`src/rtl/intra_blk_collector.sv`:
```
// intra_blk_collector: gathers 4x4 sub-block beats of one intra TU, tracks
// reconstructed-unit availability and the data-beat count, and raises tu_done
// (with back-pressure on bStop) when the TU's end beat has been accepted.
// Optional macro INTRA_COL_CHECK_EN builds a sequence checker feeding seq_err.
module intra_blk_collector #(
  parameter bit isChroma = 1'b0
) (
  input  logic        clk,
  input  logic        rst,
  input  logic [2:0]  tuSize,
  input  logic [2:0]  X,
  input  logic [2:0]  Y,
  input  logic [2:0]  order,
  input  logic [3:0]  preStage,
  input  logic [1:0]  cIdx,
  input  logic        in_valid,
  input  logic        out_ready,
  output logic        bStop,
  output logic        tu_done,
  output logic [1:0]  tu_cIdx,
  output logic [6:0]  blk_cnt,
  output logic [63:0] avail_map,
  output logic        seq_err
);

  localparam int unsigned MAP_W   = 64;
  localparam int unsigned CNT_W   = 7;
  localparam int unsigned CNT_MAX = 64;

  typedef enum logic [1:0] {
    IDLE = 2'd0,
    RUN  = 2'd1,
    DONE = 2'd2
  } state_t;

  state_t             state_q;
  state_t             state_d;
  logic               size_ok;
  logic               accept;
  logic               take;
  logic               is_data;
  logic               is_end;
  logic               first;
  logic [5:0]         bit_idx;
  logic [MAP_W-1:0]   map_base;
  logic [MAP_W-1:0]   map_d;
  logic [CNT_W-1:0]   cnt_base;
  logic [CNT_W-1:0]   cnt_d;
  logic               chk_err;

  // Beat classification and the next avail_map / blk_cnt values.
  always_comb begin
    size_ok  = (tuSize >= 3'd2) && (tuSize <= 3'd5);
    accept   = in_valid && !bStop;
    take     = accept && size_ok;
    is_data  = (preStage == 4'd8) || (tuSize == 3'd2);
    is_end   = (tuSize == 3'd2) ? (order != 3'd0) : (order == 3'd7);
    first    = take && (state_q == IDLE);
    bit_idx  = {Y, X};
    map_base = first ? '0 : avail_map;
    cnt_base = first ? '0 : blk_cnt;
    map_d    = map_base;
    cnt_d    = cnt_base;
    if (take && is_data) begin
      map_d[bit_idx] = 1'b1;
      if (cnt_base < CNT_W'(CNT_MAX)) begin
        cnt_d = cnt_base + CNT_W'(1);
      end
    end
  end

  // Next-state logic.
  always_comb begin
    state_d = state_q;
    case (state_q)
      IDLE: begin
        if (take) begin
          state_d = is_end ? DONE : RUN;
        end
      end
      RUN: begin
        if (take && is_end) begin
          state_d = DONE;
        end
      end
      DONE: begin
        if (out_ready) begin
          state_d = IDLE;
        end
      end
      default: state_d = IDLE;
    endcase
  end

  // State register.
  always_ff @(posedge clk) begin
    if (rst) begin
      state_q <= IDLE;
    end else begin
      state_q <= state_d;
    end
  end

  // Registered outputs; tu_cIdx is captured only on the TU's first beat.
  always_ff @(posedge clk) begin
    if (rst) begin
      bStop     <= 1'b0;
      tu_done   <= 1'b0;
      tu_cIdx   <= 2'd0;
      blk_cnt   <= '0;
      avail_map <= '0;
      seq_err   <= 1'b0;
    end else begin
      bStop     <= (state_d == DONE);
      tu_done   <= (state_d == DONE);
      blk_cnt   <= cnt_d;
      avail_map <= map_d;
      if (first) begin
        tu_cIdx <= isChroma ? cIdx : 2'd0;
      end
      seq_err   <= seq_err | (accept && !size_ok) | chk_err;
    end
  end

`ifdef INTRA_COL_CHECK_EN
  logic [2:0]       tu_size_q;
  logic [2:0]       exp_x_q;
  logic [2:0]       exp_y_q;
  logic [2:0]       exp_x_d;
  logic [2:0]       exp_y_d;
  logic [2:0]       n_m1;
  logic [2:0]       cur_x;
  logic [2:0]       cur_y;
  logic [CNT_W-1:0] exp_cnt;

  // Sequence checker: reverse-raster position, duplicates, final count, size change.
  always_comb begin
    case (tuSize)
      3'd3:    begin n_m1 = 3'd1; exp_cnt = CNT_W'(4);  end
      3'd4:    begin n_m1 = 3'd3; exp_cnt = CNT_W'(16); end
      3'd5:    begin n_m1 = 3'd7; exp_cnt = CNT_W'(64); end
      default: begin n_m1 = 3'd0; exp_cnt = CNT_W'(2);  end
    endcase
    cur_x   = first ? n_m1 : exp_x_q;
    cur_y   = first ? n_m1 : exp_y_q;
    exp_x_d = exp_x_q;
    exp_y_d = exp_y_q;
    chk_err = 1'b0;
    if (take) begin
      exp_x_d = cur_x;
      exp_y_d = cur_y;
      if (!first && (tuSize != tu_size_q)) begin
        chk_err = 1'b1;
      end
      if (is_data && (tuSize != 3'd2)) begin
        if ((X != cur_x) || (Y != cur_y)) begin
          chk_err = 1'b1;
        end
        if (map_base[bit_idx]) begin
          chk_err = 1'b1;
        end
        if (cur_x == 3'd0) begin
          exp_x_d = n_m1;
          exp_y_d = cur_y - 3'd1;
        end else begin
          exp_x_d = cur_x - 3'd1;
        end
      end
      if (is_end && (cnt_d != exp_cnt)) begin
        chk_err = 1'b1;
      end
    end
  end

  // Checker state: latched TU size and next expected position.
  always_ff @(posedge clk) begin
    if (rst) begin
      tu_size_q <= 3'd0;
      exp_x_q   <= 3'd0;
      exp_y_q   <= 3'd0;
    end else if (take) begin
      if (first) begin
        tu_size_q <= tuSize;
      end
      exp_x_q <= exp_x_d;
      exp_y_q <= exp_y_d;
    end
  end
`else
  assign chk_err = 1'b0;
`endif

endmodule

```
`config.mk`:
```
export PLATFORM = sky130hd
export DESIGN_NAME = intra_blk_collector
export DESIGN_NICKNAME = d
export VERILOG_FILES = /design/src/rtl/intra_blk_collector.sv
export SDC_FILE = /design/constraint.sdc
export NUM_CORES = 1
export LEC_CHECK = 0
export CAP_MARGIN = 25
export CORE_MARGIN = 2
export CORE_UTILIZATION = 45
export DETAILED_ROUTE_END_ITERATION = 12
export PLACE_DENSITY = 0.79
export SLEW_MARGIN = 20
export SYNTH_ARGS = -nofsm -noshare
export SYNTH_HDL_FRONTEND = slang
export SYNTH_SLANG_ARGS = --single-unit
```
`constraint.sdc`:
```
create_clock -name clk -period 2.9 [get_ports clk]
set_input_delay 0.29 -clock clk [delete_from_list [all_inputs] [get_ports clk]]
set_output_delay 0.29 -clock clk [all_outputs]
set_load 0.005 [all_outputs]
```
==> run_results.csv, run 1 <==
group,metric,value,unit
pwr,power.leakage,1.45,nW
worst_hold_path,min_path_type,"input port to register",
clocking,clkTransAtPathRegs,0.08,ns
place,dp_hpwl,5290,um
pwr,p_int,1.52,mW
cells_and_area,syn_to_final_growth,39.4,%
clocking,tritoncts,"done",
cells_and_area,fillers,518,
die,pin_count,98,
cells_and_area,regArea,1500,sq um
timing,setup_tns,0,ns
route,firstDrtPassIters,4,
cells_and_area,post-route-cell-area,4150,sq um
global_route,grt-ovfl-total,0,
cells_and_area,drive_gt1_frac,0.0916,
timing,hold_viol,0,
timing,setup_slack,0.574,ns
cells_and_area,multiInputGateArea,1300,sq um
pwr,switching_share,0.255,
clocking,post_cts_buffers,0,
timing,fmax,430,MHz
die,fp.dieW,85.4,um
setup_path,cp_max_fo,4,
global_route,use_met1,0.317,
logic_synthesis,post_synth.cell_area_avg,9.34,sq um
cells_and_area,final_util,0.650,
place,gp_congestion,0.785,
logic_synthesis,synthAdderAreaFrac,0.00420,
setup_path,rr_startpoint,"state_q[1]",
route,totalWireLength,8290,um
logic_synthesis,yosysUniqueCellTypes,37,
global_route,antenna_found_initial,0,
setup_path,crit_arrival,2.56,ns
logic_synthesis,synthCells,319,
timing,max-slew-margin-rel,0.406,
clocking,clockRootBuffer,"clkbuf_8",
clocking,cts.htree.levels,3,
clocking,cts_resized,0,
logic_synthesis,synthSimpleGateAreaFrac,0.174,
pwr,power.switching,521,uW
clocking,cts_sinks,75,
outcome,status,"completed",
global_route,grt_pass1_vias,2501,
pwr,power-per-cell-area,492,nW/um^2
die,die-area,7290,sq um
logic_synthesis,ys.flop_type,"dfxtp_1",
timing,finalCritPeriodShare,0.802,
timing,fin_crit,2.33,ns
setup_path,r2r_slack,0.60,ns
logic_synthesis,synth-async-reset-ratio,0,
clocking,postCtsHoldBufs,0,
logic_synthesis,synth_seq_cells,75,
route,drtIter0Drc,204,
global_route,grt_first_pass_wirelength,12900,um
place,dpl_cell_area,3950,sq um
setup_path,worstSetupEndpointType,"register",
setup_path,required,3.14,ns
setup_path,rr_worst_depth,7,
setup_path,cp-endpoint,"blk_cnt[4]",
global_route,grt_max_degree,69,
global_route,use_met3,0.0302,
timing,rsz0062_at_grt,"false",
logic_synthesis,synth_edf_count,0,
logic_synthesis,synth_mux_area_frac,0.0105,
clocking,clock_latency,0.35,ns
flow_run,maxCapViolCount,0,
route,post_drt_wl_per_cell,17.2,um
logic_synthesis,seq_area_frac_synth,0.504,
timing,tightest_slew,0.884,ns
logic_synthesis,synth.cell_area,2980,sq um
setup_path,startpoint_type,"input port",
pwr,ir_worst_vdd,0.389,mV
timing,setup_viol,0,
logic_synthesis,synth_compound_area_frac,0.238,
route,drc,0,
route,ant_nets,0,
pwr,p_seq_frac,0.507,
logic_synthesis,ys_warn_count,0,
cells_and_area,diodes,0,
timing,slew_viol_final,0,
setup_path,regToRegEndpoint,"blk_cnt[4]",
clocking,cts_buffers,9,
global_route,grt_use_total,0.225,
global_route,grt_use_met2,0.338,
pwr,p_comb_frac,0.082,
die,rows,29,
cells_and_area,nNetsFinal,422,
die,floorplan.initialDensity,0.467,
setup_path,critPathKind,"input port to register",
route,routed_via_density,5.93,
route,vias,2854,
clocking,clockBufferDepth,2,
timing,finClkSkew,0.0100,ns
place,place_ws,0.250,ns
pwr,p_clk_frac,0.411,
place,io_buffers,93,
global_route,top_usage_layer,"met2",
die,core,6390,sq um
setup_path,crit_path_start,"in_valid",
logic_synthesis,synth_xor_area_frac,0.00588,
timing,hold-worst-slack,0.349,ns
logic_synthesis,synth_top_family_by_area,"compound AO/OA/AOI/OAI gates",
die,die_h,85.4,um
## cell type report
type / instances / share of cell area
inverter: 3 / 0.00271
clock buffer: 10 / 0.0331
timing repair buffer: 106 / 0.249
sequential: 75 / 0.361
multi-input combinational: 204 / 0.313
clock inverter: 6 / 0.0172
tap: 77 / 0.0232
## worst max-delay path: stages
cell             delay, ns
clkdlybuf4s50_1       0.47
or4b_2                0.65
nand2b_2              0.24
and2_1                0.18
ha_1                  0.22
inv_1                 0.08
or4_1                 0.12
mux2_1                0.32
## cells in the final DEF (no fill, tap or decap), drive strengths merged, types with 3 or more instances in the layout
cell type,instances
nand2,4
clkdlybuf4s50,92
nor2,72
nor3,4
inv,6
nor3b,7
buf,14
and3,4
o211ai,4
dfxtp,75
a21oi,6
nand3,5
o21ai,5
a32oi,64
and3b,3
clkbuf,10
and2,3
## power by group through the flow
stage                     logic, mW  registers [mW]  clock network [mW]
after detailed placement      0.164            1.06                   0
after floorplan               0.104            1.06                   0
after CTS                     0.165            1.04               0.850
after global routing          0.181            1.04               0.902
final                         0.167            1.04               0.839
after global placement        0.162            1.06                   0
## worst min path at each step
stage / from / to / slack (ns) / cells past startpoint
3_3_place_gp: seq_err / seq_err / 0.46 / 2
5_1_grt: rst / avail_map[51] / 0.38 / 2
2_1_floorplan: seq_err / seq_err / 0.46 / 2
6_report: rst / avail_map[56] / 0.35 / 2
4_1_cts: rst / avail_map[46] / 0.33 / 2
3_5_place_dp: seq_err / seq_err / 0.46 / 2
## stage by stage
| step | std cells | power [mW] |
|---|---|---|
| after global routing | 481 | 2.12 |
| after CTS | 481 | 2.05 |
| after floorplan | 320 | 1.16 |
| after detailed placement | 465 | 1.23 |
| after global placement | 465 | 1.22 |
| final | 481 | 2.04 |
## per-layer routing
metal | wire, um | part of all wire
met5 | 0 | 0
met4 | 122 | 0.015
met3 | 516 | 0.062
met1 | 3660 | 0.44
met2 | 3990 | 0.48
## logic make-up (layout without fill, tap and decap cells)
kind of cell,count (synthesis),after routing
and+or+nand+nor,110,110
xor gates and xnor gates,2,2
buffers and inverters,41,125
adders and majority gates,1,1
DFF,75,75
AOI/OAI and AO/OA,86,86
other,1,2
muxes,3,3
## cells in the mapped netlist (all sizes together) (3+ instances only)
cell / instances / area, sq um
nand2: 4 / 15.0
and3: 4 / 25.0
clkbuf: 24 / 96.3
dfxtp: 75 / 1500
nor3b: 7 / 57.6
inv: 3 / 11.3
buf: 14 / 77.6
o21ai: 5 / 25.0
nor2: 72 / 270
a32oi: 64 / 561
and3b: 3 / 26.3
a21oi: 6 / 30.0
nor3: 4 / 20.0
nand3: 5 / 25.0
and2: 3 / 18.8
o211ai: 4 / 35.0
## state kept, by name (all words and copies together), names as in the netlist
register / cells
avail_map: 64
blk_cnt: 7
state_q: 2
seq_err: 1
tu_done: 1
(Power assumes the default switching activity.)
==> run 2: changes to the inputs <==
- clock period: 2.9 -> 2.4 ns (I/O delays scaled with it)
==> run 2 against run 1 <==
Final cell count rose by 1.0%. Count of clock-buffer cells in the layout did not move. Non-clock buffer count rose by 5. Highest routed layer unchanged. Die area unchanged. Sequential cell count did not move. Register-to-register slack worse by 0.43 ns. Sequential share of layout area is 0.30 points lower. Design area rose by 0.84%. First-iteration DRC count is 27% higher. Total power rose by 19%. Via count is 3.6% higher.
==> run_results.csv, run 2 (same netlist as run 1, synthesis figures left out) <==
group,metric,value,unit
clocking,post_cts_buffers,0,
worst_hold_path,min_path_type,"input port to register",
cells_and_area,syn_to_final_growth,40.6,%
place,io_buffers,93,
timing,setup_viol,0,
cells_and_area,largest_register_ffs,64,
setup_path,critPathKind,"register to register",
timing,tightest_slew,0.900,ns
setup_path,max_stage_delay,0.70,ns
setup_path,path_cells,"or4b_2, nand2b_2, and2_1, ha_1, inv_1, or4_1, mux2_1",
pwr,power.leakage,1.47,nW
global_route,grt_pass1_vias,2704,
setup_path,crit_arrival,2.47,ns
setup_path,cp_max_fo,4,
die,floorplan.initialDensity,0.467,
clocking,clockRootBuffer,"clkbuf_8",
pwr,p_clk_frac,0.394,
route,totalWireLength,8810,um
die,rows,29,
cells_and_area,final_cell_mix,"92 x clkdlybuf4s50_1, 75 x dfxtp_1, 72 x nor2_1",
worst_hold_path,holdPathStages,2,
setup_path,rr_startpoint,"state_q[1]",
setup_path,worstSetupEndpointType,"register",
die,core,6390,sq um
setup_path,regToRegEndpoint,"blk_cnt[4]",
clocking,cts_resized,0,
route,drtIter0Drc,260,
route,firstDrtPassIters,4,
setup_path,rr_worst_depth,7,
clocking,cts.htree.levels,3,
route,vias,2957,
place,dpl.cell_count,470,
cells_and_area,layout_commonest_cell,"clkdlybuf4s50_1",
clocking,tritoncts,"done",
timing,setup_slack,0.172,ns
cells_and_area,final-instance-count-excl-fill,486,
die,pin_count,98,
timing,max-slew-margin-rel,0.395,
route,post_drt_wl_per_cell,18.1,um
cells_and_area,final_util,0.656,
timing,hold-worst-slack,0.286,ns
place,place_ws,-0.145,ns
die,die-area,7290,sq um
timing,slew_viol_final,0,
global_route,grt_first_pass_wirelength,13700,um
global_route,antenna_found_initial,0,
clocking,clockBufferDepth,2,
cells_and_area,drive_gt1_frac,0.100,
pwr,ir_worst_vdd,0.329,mV
setup_path,critPathTopFamily,"simple AND/OR/NAND/NOR gates",
timing,hold_viol,0,
clocking,cts_buffers,9,
worst_hold_path,whs_endpoint,"seq_err",
place,dpl_cell_area,4000,sq um
setup_path,r2r_slack,0.17,ns
setup_path,startpoint_type,"register",
cells_and_area,top_regs,"avail_map (64), blk_cnt (7), state_q (2)",
timing,fin_crit,2.23,ns
place,dp_hpwl,5580,um
global_route,grt_max_degree,69,
die,die_h,85.4,um
cells_and_area,diodes,0,
cells_and_area,nNetsFinal,427,
place,gp_congestion,0.836,
timing,fmax,449,MHz
clocking,clock_latency,0.35,ns
pwr,p_comb_frac,0.089,
global_route,grt-ovfl-total,0,
route,ant_nets,0,
timing,finClkSkew,0.00594,ns
clocking,clkTransAtPathRegs,0.08,ns
cells_and_area,registers.top_by_ff_count,"avail_map",
pwr,power.switching,616,uW
timing,finalCritPeriodShare,0.928,
timing,rsz0062_at_grt,"false",
setup_path,required,2.64,ns
cells_and_area,post-route-cell-area,4190,sq um
pwr,p_seq_frac,0.517,
setup_path,cp.buffers_inverters,1,
clocking,cts_sinks,75,
outcome,status,"completed",
clocking,postCtsHoldBufs,0,
global_route,grt_use_total,0.242,
route,drc,0,
cells_and_area,fillers,526,
pwr,switching_share,0.254,
pwr,p_int,1.81,mW
setup_path,cpMaxStageDelayCell,"or4b_2",
die,fp.dieW,85.4,um
route,routed_via_density,6.08,
flow_run,maxCapViolCount,0,
pwr,power-per-cell-area,579,nW/um^2
worst_hold_path,min_from,"rst",
run 2: per-layer routing:
layer | share of wire | global-route usage | routed length, um
met5 | 0 | 0 | 0
met3 | 0.064 | 0.0613 | 561
met2 | 0.48 | 0.362 | 4230
met4 | 0.024 | 0.102 | 214
met1 | 0.43 | 0.333 | 3800
run 2: worst max-delay path by stage:
stage	cells past startpoint	endpoint	slack (ns)	startpoint
3_5_place_dp	8	blk_cnt[4]	-0.15	in_valid
2_1_floorplan	9	blk_cnt[4]	0.004	state_q[1]
4_1_cts	7	blk_cnt[4]	0.17	state_q[1]
6_report	7	blk_cnt[4]	0.17	state_q[1]
3_3_place_gp	8	blk_cnt[4]	-0.09	in_valid
5_1_grt	7	blk_cnt[4]	0.09	state_q[1]
run 2: layout make-up:
type | instances | area, sq um | share of cell area
timing repair buffer | 111 | 1090 | 0.259
sequential | 75 | 1500 | 0.358
multi-input combinational | 204 | 1300 | 0.310
tap | 77 | 96.3 | 0.0230
inverter | 3 | 11.3 | 0.00269
clock buffer | 10 | 128 | 0.0305
clock inverter | 6 | 66.3 | 0.0158
run 2: power by group through the flow:
stage / sequential [mW] / clock [mW] / combinational, mW
after floorplan: 1.28 / 0 / 0.125
after global routing: 1.25 / 1.04 / 0.231
after CTS: 1.25 / 0.976 / 0.212
after detailed placement: 1.28 / 0 / 0.211
final: 1.25 / 0.956 / 0.215
after global placement: 1.28 / 0 / 0.206
run 2: stage by stage:
step / setup TNS, ns / total power, mW
floorplan: 0 / 1.41
global placement: -1.40 / 1.49
detailed placement: -3.87 / 1.49
CTS: 0 / 2.44
global route: 0 / 2.52
finish: 0 / 2.42
